$ cat src/rtl/decodificador_display_monitor_if.sv
// Display bus seen by the monitor: the observed segment/anode lines plus the decoded results.
interface decodificador_display_monitor_if #(
    parameter int unsigned NUM_DIGITOS = 3
);
    logic [6:0]               segmentos_in;
    logic [NUM_DIGITOS-1:0]   anodos_in;
    logic [4*NUM_DIGITOS-1:0] digitos_out;
    logic [NUM_DIGITOS-1:0]   validos_out;
    logic [NUM_DIGITOS-1:0]   error_out;
    logic                     nuevo_dato_out;
    logic [2:0]               indice_out;
    logic                     conflicto_out;

    // Source side: drives the display lines, observes the decoded results.
    modport master (
        output segmentos_in, anodos_in,
        input  digitos_out, validos_out, error_out, nuevo_dato_out, indice_out, conflicto_out
    );

    // Monitor side.
    modport slave (
        input  segmentos_in, anodos_in,
        output digitos_out, validos_out, error_out, nuevo_dato_out, indice_out, conflicto_out
    );
endinterface

$ cat src/rtl/decodificador_display_monitor.sv
// Multiplexed 7-segment bus monitor: recovers each digit's BCD value and flags illegal glyphs.
// Optional macro DECODE_HEX_EN: also accepts the A..F glyphs as legal values 10..15.
module decodificador_display_monitor #(
    parameter int unsigned NUM_DIGITOS    = 3,
    parameter int unsigned ESTABLE_CICLOS = 4,
    parameter int unsigned TIMEOUT_CICLOS = 65535
) (
    input  logic                          reloj,
    input  logic                          reset_n,
    decodificador_display_monitor_if.slave bus
);
    localparam int unsigned PALABRA_W = 7 + NUM_DIGITOS;
    localparam int unsigned ESTABLE_W = 8;
    localparam int unsigned TIMEOUT_W = $clog2(TIMEOUT_CICLOS + 1);
    localparam int unsigned DIGITOS_W = 4 * NUM_DIGITOS;

    // Glyph table lookup: returns {legal, value}; illegal patterns give value F.
    function automatic logic [4:0] decodificar(input logic [6:0] seg);
        case (seg)
            7'b0111111: decodificar = {1'b1, 4'd0};
            7'b0000110: decodificar = {1'b1, 4'd1};
            7'b1011011: decodificar = {1'b1, 4'd2};
            7'b1001111: decodificar = {1'b1, 4'd3};
            7'b1100110: decodificar = {1'b1, 4'd4};
            7'b1101101: decodificar = {1'b1, 4'd5};
            7'b1111101: decodificar = {1'b1, 4'd6};
            7'b0000111: decodificar = {1'b1, 4'd7};
            7'b1111111: decodificar = {1'b1, 4'd8};
            7'b1101111: decodificar = {1'b1, 4'd9};
`ifdef DECODE_HEX_EN
            7'b1110111: decodificar = {1'b1, 4'hA};
            7'b1111100: decodificar = {1'b1, 4'hB};
            7'b0111001: decodificar = {1'b1, 4'hC};
            7'b1011110: decodificar = {1'b1, 4'hD};
            7'b1111001: decodificar = {1'b1, 4'hE};
            7'b1110001: decodificar = {1'b1, 4'hF};
`endif
            default:    decodificar = {1'b0, 4'hF};
        endcase
    endfunction

    logic [PALABRA_W-1:0] sinc1_q, sinc2_q, previo_q;
    logic [2:0]           lleno_q;
    logic [ESTABLE_W-1:0] estable_q, estable_d;
    logic                 listo, iguales, paso;
    logic                 pend_q;
    logic [PALABRA_W-1:0] pend_palabra_q;

    // Synchronizer, previous-word register, stability counter and capture stage.
    // lleno_q tracks which pipeline stages hold real post-reset samples so the
    // reset contents are never mistaken for a stable pattern.
    always_ff @(posedge reloj or negedge reset_n) begin
        if (!reset_n) begin
            sinc1_q        <= '0;
            sinc2_q        <= '0;
            previo_q       <= '0;
            lleno_q        <= '0;
            estable_q      <= '0;
            pend_q         <= 1'b0;
            pend_palabra_q <= '0;
        end else begin
            sinc1_q   <= {bus.segmentos_in, bus.anodos_in};
            sinc2_q   <= sinc1_q;
            previo_q  <= sinc2_q;
            lleno_q   <= {lleno_q[1:0], 1'b1};
            estable_q <= estable_d;
            pend_q    <= paso;
            if (paso) begin
                pend_palabra_q <= previo_q;
            end
        end
    end

    // Stability counting: capture fires only on the step into ESTABLE_CICLOS.
    always_comb begin
        listo     = lleno_q[2];
        iguales   = (sinc2_q == previo_q);
        paso      = listo && iguales && (estable_q == ESTABLE_W'(ESTABLE_CICLOS - 1));
        estable_d = estable_q;
        if (!listo || !iguales) begin
            estable_d = '0;
        end else if (estable_q != ESTABLE_W'(ESTABLE_CICLOS)) begin
            estable_d = estable_q + ESTABLE_W'(1);
        end
    end

    logic [NUM_DIGITOS-1:0] anodos_p;
    logic [3:0]             n_bajos;
    logic [2:0]             indice_c;
    logic [4:0]             glifo;
    logic                   escribe;

    // Classify the captured word by how many anodes are low.
    always_comb begin
        anodos_p = pend_palabra_q[NUM_DIGITOS-1:0];
        glifo    = decodificar(pend_palabra_q[PALABRA_W-1 -: 7]);
        n_bajos  = '0;
        indice_c = '0;
        for (int i = 0; i < NUM_DIGITOS; i++) begin
            if (!anodos_p[i]) begin
                n_bajos  = n_bajos + 4'd1;
                indice_c = 3'(i);
            end
        end
        escribe = pend_q && (n_bajos == 4'd1);
    end

    logic [DIGITOS_W-1:0]                   digitos_q, digitos_d;
    logic [NUM_DIGITOS-1:0]                 validos_q, validos_d;
    logic [NUM_DIGITOS-1:0]                 error_q, error_d;
    logic                                   nuevo_q, nuevo_d;
    logic [2:0]                             indice_q, indice_d;
    logic                                   conflicto_q, conflicto_d;
    logic [NUM_DIGITOS-1:0][TIMEOUT_W-1:0] tout_q, tout_d;

    // Digit register updates and per-digit freshness timers; a capture beats a timeout.
    always_comb begin
        digitos_d   = digitos_q;
        validos_d   = validos_q;
        error_d     = error_q;
        indice_d    = indice_q;
        tout_d      = tout_q;
        nuevo_d     = escribe;
        conflicto_d = pend_q && (n_bajos > 4'd1);
        for (int i = 0; i < NUM_DIGITOS; i++) begin
            if (escribe && (indice_c == 3'(i))) begin
                tout_d[i]            = '0;
                digitos_d[4*i +: 4]  = glifo[3:0];
                validos_d[i]         = glifo[4];
                error_d[i]           = ~glifo[4];
            end else if (tout_q[i] != TIMEOUT_W'(TIMEOUT_CICLOS)) begin
                tout_d[i] = tout_q[i] + TIMEOUT_W'(1);
                if (tout_q[i] == TIMEOUT_W'(TIMEOUT_CICLOS - 1)) begin
                    validos_d[i] = 1'b0;
                end
            end
        end
        if (escribe) begin
            indice_d = indice_c;
        end
    end

    // Output and timer registers.
    always_ff @(posedge reloj or negedge reset_n) begin
        if (!reset_n) begin
            digitos_q   <= '1;
            validos_q   <= '0;
            error_q     <= '0;
            nuevo_q     <= 1'b0;
            indice_q    <= '0;
            conflicto_q <= 1'b0;
            tout_q      <= '0;
        end else begin
            digitos_q   <= digitos_d;
            validos_q   <= validos_d;
            error_q     <= error_d;
            nuevo_q     <= nuevo_d;
            indice_q    <= indice_d;
            conflicto_q <= conflicto_d;
            tout_q      <= tout_d;
        end
    end

    assign bus.digitos_out    = digitos_q;
    assign bus.validos_out    = validos_q;
    assign bus.error_out      = error_q;
    assign bus.nuevo_dato_out = nuevo_q;
    assign bus.indice_out     = indice_q;
    assign bus.conflicto_out  = conflicto_q;

endmodule

$ cat src/flat_wrapper.sv
// flat-port wrapper written by rule: the top's interface ports become plain ports
module decodificador_display_monitor_flat 
#(
    parameter int unsigned NUM_DIGITOS    = 3,
    parameter int unsigned ESTABLE_CICLOS = 4,
    parameter int unsigned TIMEOUT_CICLOS = 65535
)
  (reloj, reset_n, bus_segmentos_in, bus_anodos_in, bus_digitos_out, bus_validos_out, bus_error_out, bus_nuevo_dato_out, bus_indice_out, bus_conflicto_out);
  decodificador_display_monitor_if #(.NUM_DIGITOS(NUM_DIGITOS)) bus_i ();
  input  logic reloj;
  input  logic reset_n;
  input wire logic [$bits(bus_i.segmentos_in)-1:0] bus_segmentos_in;
  input wire logic [$bits(bus_i.anodos_in)-1:0] bus_anodos_in;
  output wire logic [$bits(bus_i.digitos_out)-1:0] bus_digitos_out;
  output wire logic [$bits(bus_i.validos_out)-1:0] bus_validos_out;
  output wire logic [$bits(bus_i.error_out)-1:0] bus_error_out;
  output wire logic [$bits(bus_i.nuevo_dato_out)-1:0] bus_nuevo_dato_out;
  output wire logic [$bits(bus_i.indice_out)-1:0] bus_indice_out;
  output wire logic [$bits(bus_i.conflicto_out)-1:0] bus_conflicto_out;
  assign bus_i.segmentos_in = bus_segmentos_in;
  assign bus_i.anodos_in = bus_anodos_in;
  assign bus_digitos_out = bus_i.digitos_out;
  assign bus_validos_out = bus_i.validos_out;
  assign bus_error_out = bus_i.error_out;
  assign bus_nuevo_dato_out = bus_i.nuevo_dato_out;
  assign bus_indice_out = bus_i.indice_out;
  assign bus_conflicto_out = bus_i.conflicto_out;
  decodificador_display_monitor #(.NUM_DIGITOS(NUM_DIGITOS), .ESTABLE_CICLOS(ESTABLE_CICLOS), .TIMEOUT_CICLOS(TIMEOUT_CICLOS)) u_core (.reloj(reloj), .reset_n(reset_n), .bus(bus_i));
endmodule
$ cat config.mk
export PLATFORM = sky130hd
export DESIGN_NAME = decodificador_display_monitor_flat
export DESIGN_NICKNAME = d
export VERILOG_FILES = /design/src/rtl/decodificador_display_monitor_if.sv /design/src/rtl/decodificador_display_monitor.sv /design/src/flat_wrapper.sv
export SDC_FILE = /design/constraint.sdc
export NUM_CORES = 1
export LEC_CHECK = 0
export BUFFER_PORTS_ARGS = -buffer_cell sky130_fd_sc_hd__clkbuf_2
export CORE_MARGIN = 2
export CORE_UTILIZATION = 39
export DETAILED_ROUTE_END_ITERATION = 10
export PLACE_DENSITY = 0.64
export REMOVE_ABC_BUFFERS = 1
export SYNTH_ARGS = -nofsm -noshare
export SYNTH_HDL_FRONTEND = slang
export SYNTH_SLANG_ARGS = --single-unit
$ cat constraint.sdc
create_clock -name reloj -period 2.1 [get_ports reloj]
set_input_delay 0.105 -clock reloj [delete_from_list [all_inputs] [get_ports reloj]]
set_output_delay 0.105 -clock reloj [all_outputs]
set_load 0.03 [all_outputs]
* Word level (Yosys, flattened, before mapping)
Cells that the tools add are included.
Cells by class: multiplexer cells 23, equality and inequality tests 22, reductions and logical operators 21, bitwise gates (word level) 1, add/subtract/negate cells 6, $lt $le $gt $ge 1
Operators with widths (count):
- 2-to-1 mux 16 bit | 6
- one-hot mux 5 bit (10 select lines) | 1
- == test 7 bit, second input constant | 7
- adder 16 x 1 -> 16 bit, second input constant | 3
- == test 16 bit, second input constant | 3
- != test 16 bit, second input constant | 3
- 2-to-1 mux 8 bit | 2
- == test 7 x 3 -> 1 bit, second input constant | 2
- nonzero test 2 bit | 7
- 2-to-1 mux 1 bit | 11
- == test 10 bit | 1
- adder 8 x 1 -> 8 bit, second input constant | 1
- == test 8 x 2 -> 1 bit, second input constant | 1
- 2-to-1 mux 4 bit | 2
- != test 8 x 3 -> 1 bit, second input constant | 1
- == test 7 x 6 -> 1 bit, second input constant | 1
- logical AND 1 bit | 7
- AND reduction 2 bit | 3
- adder 4 x 1 -> 4 bit, second input constant | 1
- == test 4 x 1 -> 1 bit, second input constant | 1
- greater-than comparator 4 x 1 -> 1 bit, second input constant | 1
- logical NOT 3 bit | 1
- adder 1 x 1 -> 2 bit, second input constant | 1
- == test 2 x 1 -> 1 bit, second input constant | 1
- 5 further kinds | 6
Storage, ports and cells: input port bits 12, word-level logic and storage cells 96, register bits 123, output and inout bits 23

* Depth between registers and ports, before layout
Gate-level depths: netlist of the first run.
depth after elaboration 10, gate-level depth with buffers 9, gate-level depth less buffers 8

* Worst setup path after synthesis of the first run
OpenSTA, ideal clock, no wires.
path kind register -> register, start point register u_core.pend_palabra_q[0], end point register u_core.tout_q[30] (netlist bit), setup time 76 ps, setup slack 132 ps, clock period less this slack 1968 ps, arrival time 1892 ps, path buffers 0, stages on the path, launching flop included 8, path through dfrtp_1 fa_1 inv_1 o2111ai_2 inv_2 and3_4 or4_1 o21ai_1
On the way: longest elaborated chain between the ends 9
RTL lines:
- start, declared | line decodificador_display_monitor.sv:47 | logic [PALABRA_W-1:0] pend_palabra_q;
- start signal, assigned | line decodificador_display_monitor.sv:69 | pend_palabra_q <= previo_q;
- 2-to-1 mux 1 bit (*) | line decodificador_display_monitor.sv:100 | if (!anodos_p[i]) begin
- adder 1 x 1 -> 2 bit | line decodificador_display_monitor.sv:101 | n_bajos = n_bajos + 4'd1;
- 2-to-1 mux 4 bit (*) | line decodificador_display_monitor.sv:100
- adder 4 x 1 -> 4 bit | line decodificador_display_monitor.sv:101
- 2-to-1 mux 4 bit (*) | line decodificador_display_monitor.sv:100
- == test 4 x 1 -> 1 bit (*) | line decodificador_display_monitor.sv:105 | escribe = pend_q && (n_bajos == 4'd1);
- logical AND 1 bit (*) | line decodificador_display_monitor.sv:105
- net u_core.escribe | line decodificador_display_monitor.sv:91 | logic escribe;
- logical AND 1 bit (*) | line decodificador_display_monitor.sv:126 | if (escribe && (indice_c == 3'(i))) begin
- 2-to-1 mux 16 bit or nonzero test 2 bit (tied branches)
- end signal, assigned | line decodificador_display_monitor.sv:160 | tout_q <= tout_d;
- end, declared | line decodificador_display_monitor.sv:114 | logic [NUM_DIGITOS-1:0][TIMEOUT_W-1:0] tout_q, tout_d;
The timed path passes the listed nets; every way through them passes the cells marked *. A chain may end at the register's enable or synchronous reset.

* Worst setup path in the final report of the first run
Same ends and word-level chain as after synthesis.

==> impl_metrics.toml, run 1 <==
[job]
maxCapViolCount = 0

[routing]
first_iter_violations = 400
wl_mm = 10.9
drtPass1Iterations = 4
post_drt_wl_per_cell_um = 14.4
final_antenna_net_count = 0
vias = 3852
viasPerCell = 5.12
drc = 0

[logic_synthesis]
ys_ff_latch = 122
yosys-top-cells-count = "110 x dfrtp_1, 61 x nor2_1, 37 x nand2_1, 27 x xnor2_1, 25 x nand3_1"
synth_cell_types = 59
ys.flop_type = "dfrtp_1"
synth_edf_count = 0
synth.avg_cell_area_um2 = 10.9
netlist_area_um2 = 5410
yosysTopAreaCell = "dfrtp_1"
netlist_instances = 497
netlist.area_leader.share_pct = 50.9
ys_seq_area_share_pct = 56.7
synthArstFlopShare_pct = 100
synth_most_common_cell = "dfrtp_1"
yosysWarnings = 0
synth.area.top_cells = "dfrtp_1 51%, dfstp_2 5.8%, xnor2_1 4.4%"

[floorplan]
rows = 43
pin_count = 35
core-area_um2 = 13700
fp.dieH_um = 122
die_w_um = 122
start_util_pct = 39.4
fp.dieArea_um2 = 14800

[worst_setup_path]
critical_path_arrival_ps = 2390
worstPathRequired_ps = 2440
rrSetupSlack_ps = 50
crit_slowest_cell = "fa_1"
slowest_delay_ps = 550
path_class = "flop to flop"
crit_chain = "fa_1, inv_1, o2111ai_2, inv_2, and3_4, or4_4, o21ai_2"
path_depth = 7
cp-endpoint = "u_core.tout_q[30]$_DFFE_PN0P_"
endpoint_kind = "flop"
crit_start = "u_core.pend_palabra_q[0]$_DFFE_PN0P_"
reg2regPathDepth = 7
critPathTopFamily = "simple AND/OR/NAND/NOR gates"
crit_path_max_fanout = 6
r2r-end = "u_core.tout_q[30]$_DFFE_PN0P_"
cp-start-kind = "flop"
reg2reg_from = "u_core.pend_palabra_q[0]$_DFFE_PN0P_"
critPathBufInv = 2

[cts]
cts_buffer_depth = 2
htreeDepth = 4
numCtsBuffers = 17
cts-root-buf = "clkbuf_16"
clkTransAtPathRegs_ps = 50
cts_sinks = 122
clock_latency_ps = 410
cts_tree = "yes"

[cells_and_area]
nets = 583
antenna_cells = 0
layout-drive-gt1-share_pct = 20.2
area_growth_pct = 22.0
design_area_um2 = 6600

[timing]
slew_headroom_pct = 57.1
fin_crit_ps = 2050
hold_violations = 0
setup_viol = 0
drv_slew = 0
layout_setup_ws_ps = 48.2
post-route-period-util_pct = 97.7
fmax_mhz = 487
finClkSkew_ps = 6.78
worstMarginPinSlew_ps = 637

[status]
status = "finished, final reports clean"

[placed_design]
place_ws_ps = 48.2
detailed_place.area_um2 = 5870
gp_congestion = 0.803
io_buffers = 33
dp_hpwl_mm = 7.21

[grt]
grt_max_degree = 46
grt_pass1_wl_mm = 18.2
grt_usage_pct = 15.7
grt_pass1_vias = 3781
grt-ovfl-total = 0
grt_antenna_before_repair = 0

[hold_path]
hp-class = "primary input to async pin"

[power_and_ir_drop]
ir_drop_uv = 568
p_leak_nw = 3.02
p_per_area_nw_per_um2 = 814
==> worst min path at each step <==
stage,cells past startpoint,slack (ps),startpoint,to
after floorplan,0,-190,reset_n,u_core.bus.conflicto_out$_DFF_PN0_
after global placement,1,90,reset_n,u_core.tout_q[25]$_DFFE_PN0P_
after detailed placement,1,100,reset_n,u_core.tout_q[19]$_DFFE_PN0P_
after CTS,2,210,reset_n,u_core.tout_q[19]$_DFFE_PN0P_
after global routing,2,230,reset_n,u_core.tout_q[25]$_DFFE_PN0P_
final,2,190,reset_n,u_core.tout_q[25]$_DFFE_PN0P_
==> state kept, by name, indices dropped and copies added, names as in the netlist <==
signal	flops
u_core.pend_palabra_q	10
u_core.bus.error_out	3
u_core.bus.nuevo_dato_out	1
u_core.lleno_q	3
u_core.sinc1_q	10
u_core.bus.conflicto_out	1
u_core.bus.indice_out	2
u_core.bus.validos_out	3
u_core.pend_q	1
u_core.bus.digitos_out	12
u_core.estable_q	8
u_core.sinc2_q	10
u_core.tout_q	48
u_core.previo_q	10
==> timing repair <==
action | 4_1_cts | 5_1_grt
endpoints found under the hold margin | 38 | 0
gates resized for setup | 0 | 7
hold buffers | 11 | 0
endpoints found under the setup margin | 0 | 7
buffers inserted | 0 | 2
==> placed cells by master, fill, tap and decap left out, types with 6 or more instances in the layout <==
cell type,n
nand3_1,25
xnor2_1,27
clkbuf_16,17
and2_1,6
inv_1,9
a31oi_1,10
and3_1,17
a21oi_1,16
nand2_1,37
clkbuf_2,32
buf_4,18
xor2_1,24
dfrtp_1,110
dfstp_2,12
o21ai_0,10
and4_1,6
mux2_2,8
a211oi_1,7
nand4_1,16
nor2_1,60
dlygate4sd3_1,11
ha_1,10
==> per-stage QoR <==
| step | total power [mW] | instances | util (%) | hold slack (ps) | TNS, ps |
|---|---|---|---|---|---|
| after floorplan | 2.46 | 476 | - | -191 | -87.2 |
| after global placement | 2.53 | 708 | 42.8 | 90.1 | 0 |
| after detailed placement | 2.54 | 708 | 42.8 | 98.8 | 0 |
| after CTS | 5.43 | 751 | 47.8 | 205 | 0 |
| after global routing | 5.55 | 753 | 48.1 | 233 | -13.1 |
| final | 5.37 | 753 | 48.1 | 195 | 0 |
==> where the power goes <==
part / leakage [nW] / total (mW) / internal (mW) / switching [mW]
sequential: 1.54 / 2.41 / 2.39 / 0.0178
clock: 0.285 / 2.86 / 1.88 / 0.980
combinational: 1.19 / 0.101 / 0.0408 / 0.0602
total: 3.02 / 5.37 / 4.31 / 1.06
==> kinds of logic (layout without fill, tap and decap cells) <==
family / count (synthesis) / count (layout) / synth area share, %
other cells: 2 / 2 / 0.139
compound gates: 69 / 69 / 8.40
flops: 122 / 122 / 56.7
fa+ha+maj: 11 / 11 / 2.68
buf+inv: 33 / 109 / 2.91
simple gates: 200 / 200 / 19.0
xor+xnor: 51 / 51 / 8.26
mux: 9 / 9 / 1.85
==> cell type report <==
class / count / area, um^2
flip-flops and latches: 122 / 3070
clock buffers: 23 / 458
repair buffers: 65 / 477
multi-input cells: 342 / 2200
fillers: 1258 / 7120
well taps: 180 / 225
inverters: 12 / 45.0
clock inverters: 9 / 123
==> worst reg2reg max path: cells and delay by family (launching register included) <==
family                   cells  cell delay [ps]
AO/OA/AOI/OAI                2              170
adder cells (fa/ha/maj)      1              550
buffers and inverters        2              160
flip-flops                   1              410
AND/OR/NAND/NOR              2              700
==> routing by layer <==
layer / share of wire, % / global-route usage, %
met2: 48 / 24.1
met5: 0 / 0
met4: 2.3 / 7.76
met3: 3.5 / 3.84
met1: 46 / 20.9
Note: power is estimated with default switching activity, not from simulation.
==> run 2: changes to the inputs <==
CELL_PAD_IN_SITES_DETAIL_PLACEMENT = 0   (was default)
CELL_PAD_IN_SITES_GLOBAL_PLACEMENT = 1   (was default)
CORE_ASPECT_RATIO = 1.2   (was default)
PLACE_DENSITY = 0.76   (was 0.64)
==> impl_metrics.toml, run 2 (same netlist as run 1, synthesis figures left out) <==
[grt]
grt_pass1_wl_mm = 18.2
grt_pass1_vias = 3859
grt_usage_pct = 15.3
grt_max_degree = 45
grt_antenna_before_repair = 0
grt-ovfl-total = 0

[routing]
drtPass1Iterations = 4
vias = 3802
first_iter_violations = 156
drc = 0
viasPerCell = 5.12
wl_mm = 10.2
post_drt_wl_per_cell_um = 13.7
final_antenna_net_count = 0

[timing]
drv_slew = 0
fin_crit_ps = 2000
holdWs_ps = 220
finClkSkew_ps = 5.48
hold_violations = 0
setup_viol = 0
post-route-period-util_pct = 95.3
slew_headroom_pct = 50.5
fmax_mhz = 500
tns_ps = 0
worstMarginPinSlew_ps = 736
rsz0062_at_grt = "no"

[status]
status = "finished, final reports clean"

[cells_and_area]
area_growth_pct = 22.0
layout-drive-gt1-share_pct = 20.1
utilization_pct = 48.2
nets = 582
final_common_cell = "dfrtp_1"
layout_common_cells = "109 x dfrtp_1, 61 x nor2_1, 37 x nand2_1"
top_register = "u_core.tout_q"
fin_cells = 742
largest_reg_flops = 48
antenna_cells = 0

[cts]
clkTransAtPathRegs_ps = 60
cts_tree = "yes"
numCtsBuffers = 17
cts_sinks = 122
cts_buffer_depth = 2
clock_latency_ps = 410
cts-root-buf = "clkbuf_16"
htreeDepth = 4

[worst_setup_path]
path_class = "flop to flop"
crit_path_max_fanout = 6
cp-start-kind = "flop"
endpoint_kind = "flop"
worstPathRequired_ps = 2440
critical_path_arrival_ps = 2340

[job]
maxCapViolCount = 0

[floorplan]
die_w_um = 112
core-area_um2 = 13700
pin_count = 35
rows = 47
start_util_pct = 39.5
fp.dieH_um = 133
fp.dieArea_um2 = 14800

[placed_design]
gp_congestion = 0.798
io_buffers = 33
place.detailed.instances = 699
dp_hpwl_mm = 7.03

[power_and_ir_drop]
clockPowerShare_pct = 54.1
seq_power_share_pct = 44.0
p_per_area_nw_per_um2 = 828
power.switching_mw = 1.14
power_mw = 5.46
p_leak_nw = 3.01
power.internal_mw = 4.32
comb_power_share_pct = 1.9
ir_drop_uv = 518
power_switching_share_pct = 20.8

[hold_path]
hp-class = "primary input to async pin"
==> run 2: cell count changes in the layout (fill, tap and decap cells not counted), moves of 2 or more <==
cell | before | now
clkbuf_1 | 5 | 0
clkinv_2 | 5 | 0
clkinv_4 | 0 | 4
clkinvlp_4 | 1 | 5
or4_1 | 1 | 3
or4_4 | 2 | 0
==> run 2: worst paths after layout <==
kind | start | to | slack, ps | cells past startpoint
max | u_core.pend_palabra_q[1]$_DFFE_PN0P_ | u_core.tout_q[30]$_DFFE_PN0P_ | 100 | 7
min | reset_n | u_core.tout_q[33]$_DFFE_PN0P_ | 220 | 2
max reg2reg | u_core.pend_palabra_q[1]$_DFFE_PN0P_ | u_core.tout_q[30]$_DFFE_PN0P_ | 100 | 7
min reg2reg | u_core.sinc1_q[6]$_DFF_PN0_ | u_core.sinc2_q[6]$_DFF_PN0_ | 350 | 0
max in group asynchronous | reset_n | u_core.bus.digitos_out[1]$_DFFE_PN1N_ | 1160 | 3
min in group reloj | bus_anodos_in[2] | u_core.sinc1_q[2]$_DFF_PN0_ | 330 | 2
==> run 2: timing repair <==
action / in CTS / in global routing
endpoints found under the hold margin: 48 / 0
buffers inserted: 0 / 1
resized for setup: 0 / 3
hold buffers: 11 / 0
endpoints found under the setup margin: 0 / 13
==> run 2: metal layers <==
layer  vias to the layer above  track usage, %  wire length [um]
met4                         0            7.48               296
met2                        64            24.4              4850
li1                       1849               -                 -
met3                        23            3.99               346
met1                      1866            19.3              4680
met5                         -               0                 0
==> run 2: power groups by stage <==
| stage | logic (mW) | registers (mW) | clock network, mW |
|---|---|---|---|
| after floorplan | 0.0229 | 2.44 | 0 |
| after global placement | 0.0901 | 2.44 | 0 |
| after detailed placement | 0.0929 | 2.44 | 0 |
| after CTS | 0.109 | 2.40 | 3.03 |
| after global routing | 0.120 | 2.41 | 3.12 |
| final | 0.103 | 2.40 | 2.95 |
==> run 2: worst max-delay path: stages, from the launching register on <==
cell and delay (ps):
dfrtp_2 430, fa_1 510, inv_1 50, o2111ai_2 100, inv_2 90, and3_4 160, or4_1 490, o21ai_1 90
==> run 2: per-stage QoR <==
step / area, um^2 / setup WS, ps
after global placement: 5860 / 137
after detailed placement: 5860 / 62.7
final: 6600 / 98.6
after CTS: 6580 / 51.3
after global routing: 6600 / 3.52
after floorplan: 5300 / -40.8
==> run 2: cell type report <==
cell class / instances / area (um^2)
clock buffer: 18 / 439
clock inverter: 13 / 171
fill: 1263 / 7100
inverter: 12 / 45.0
multi-input combinational: 342 / 2190
sequential: 122 / 3070
tap: 171 / 214
timing repair buffer: 64 / 469
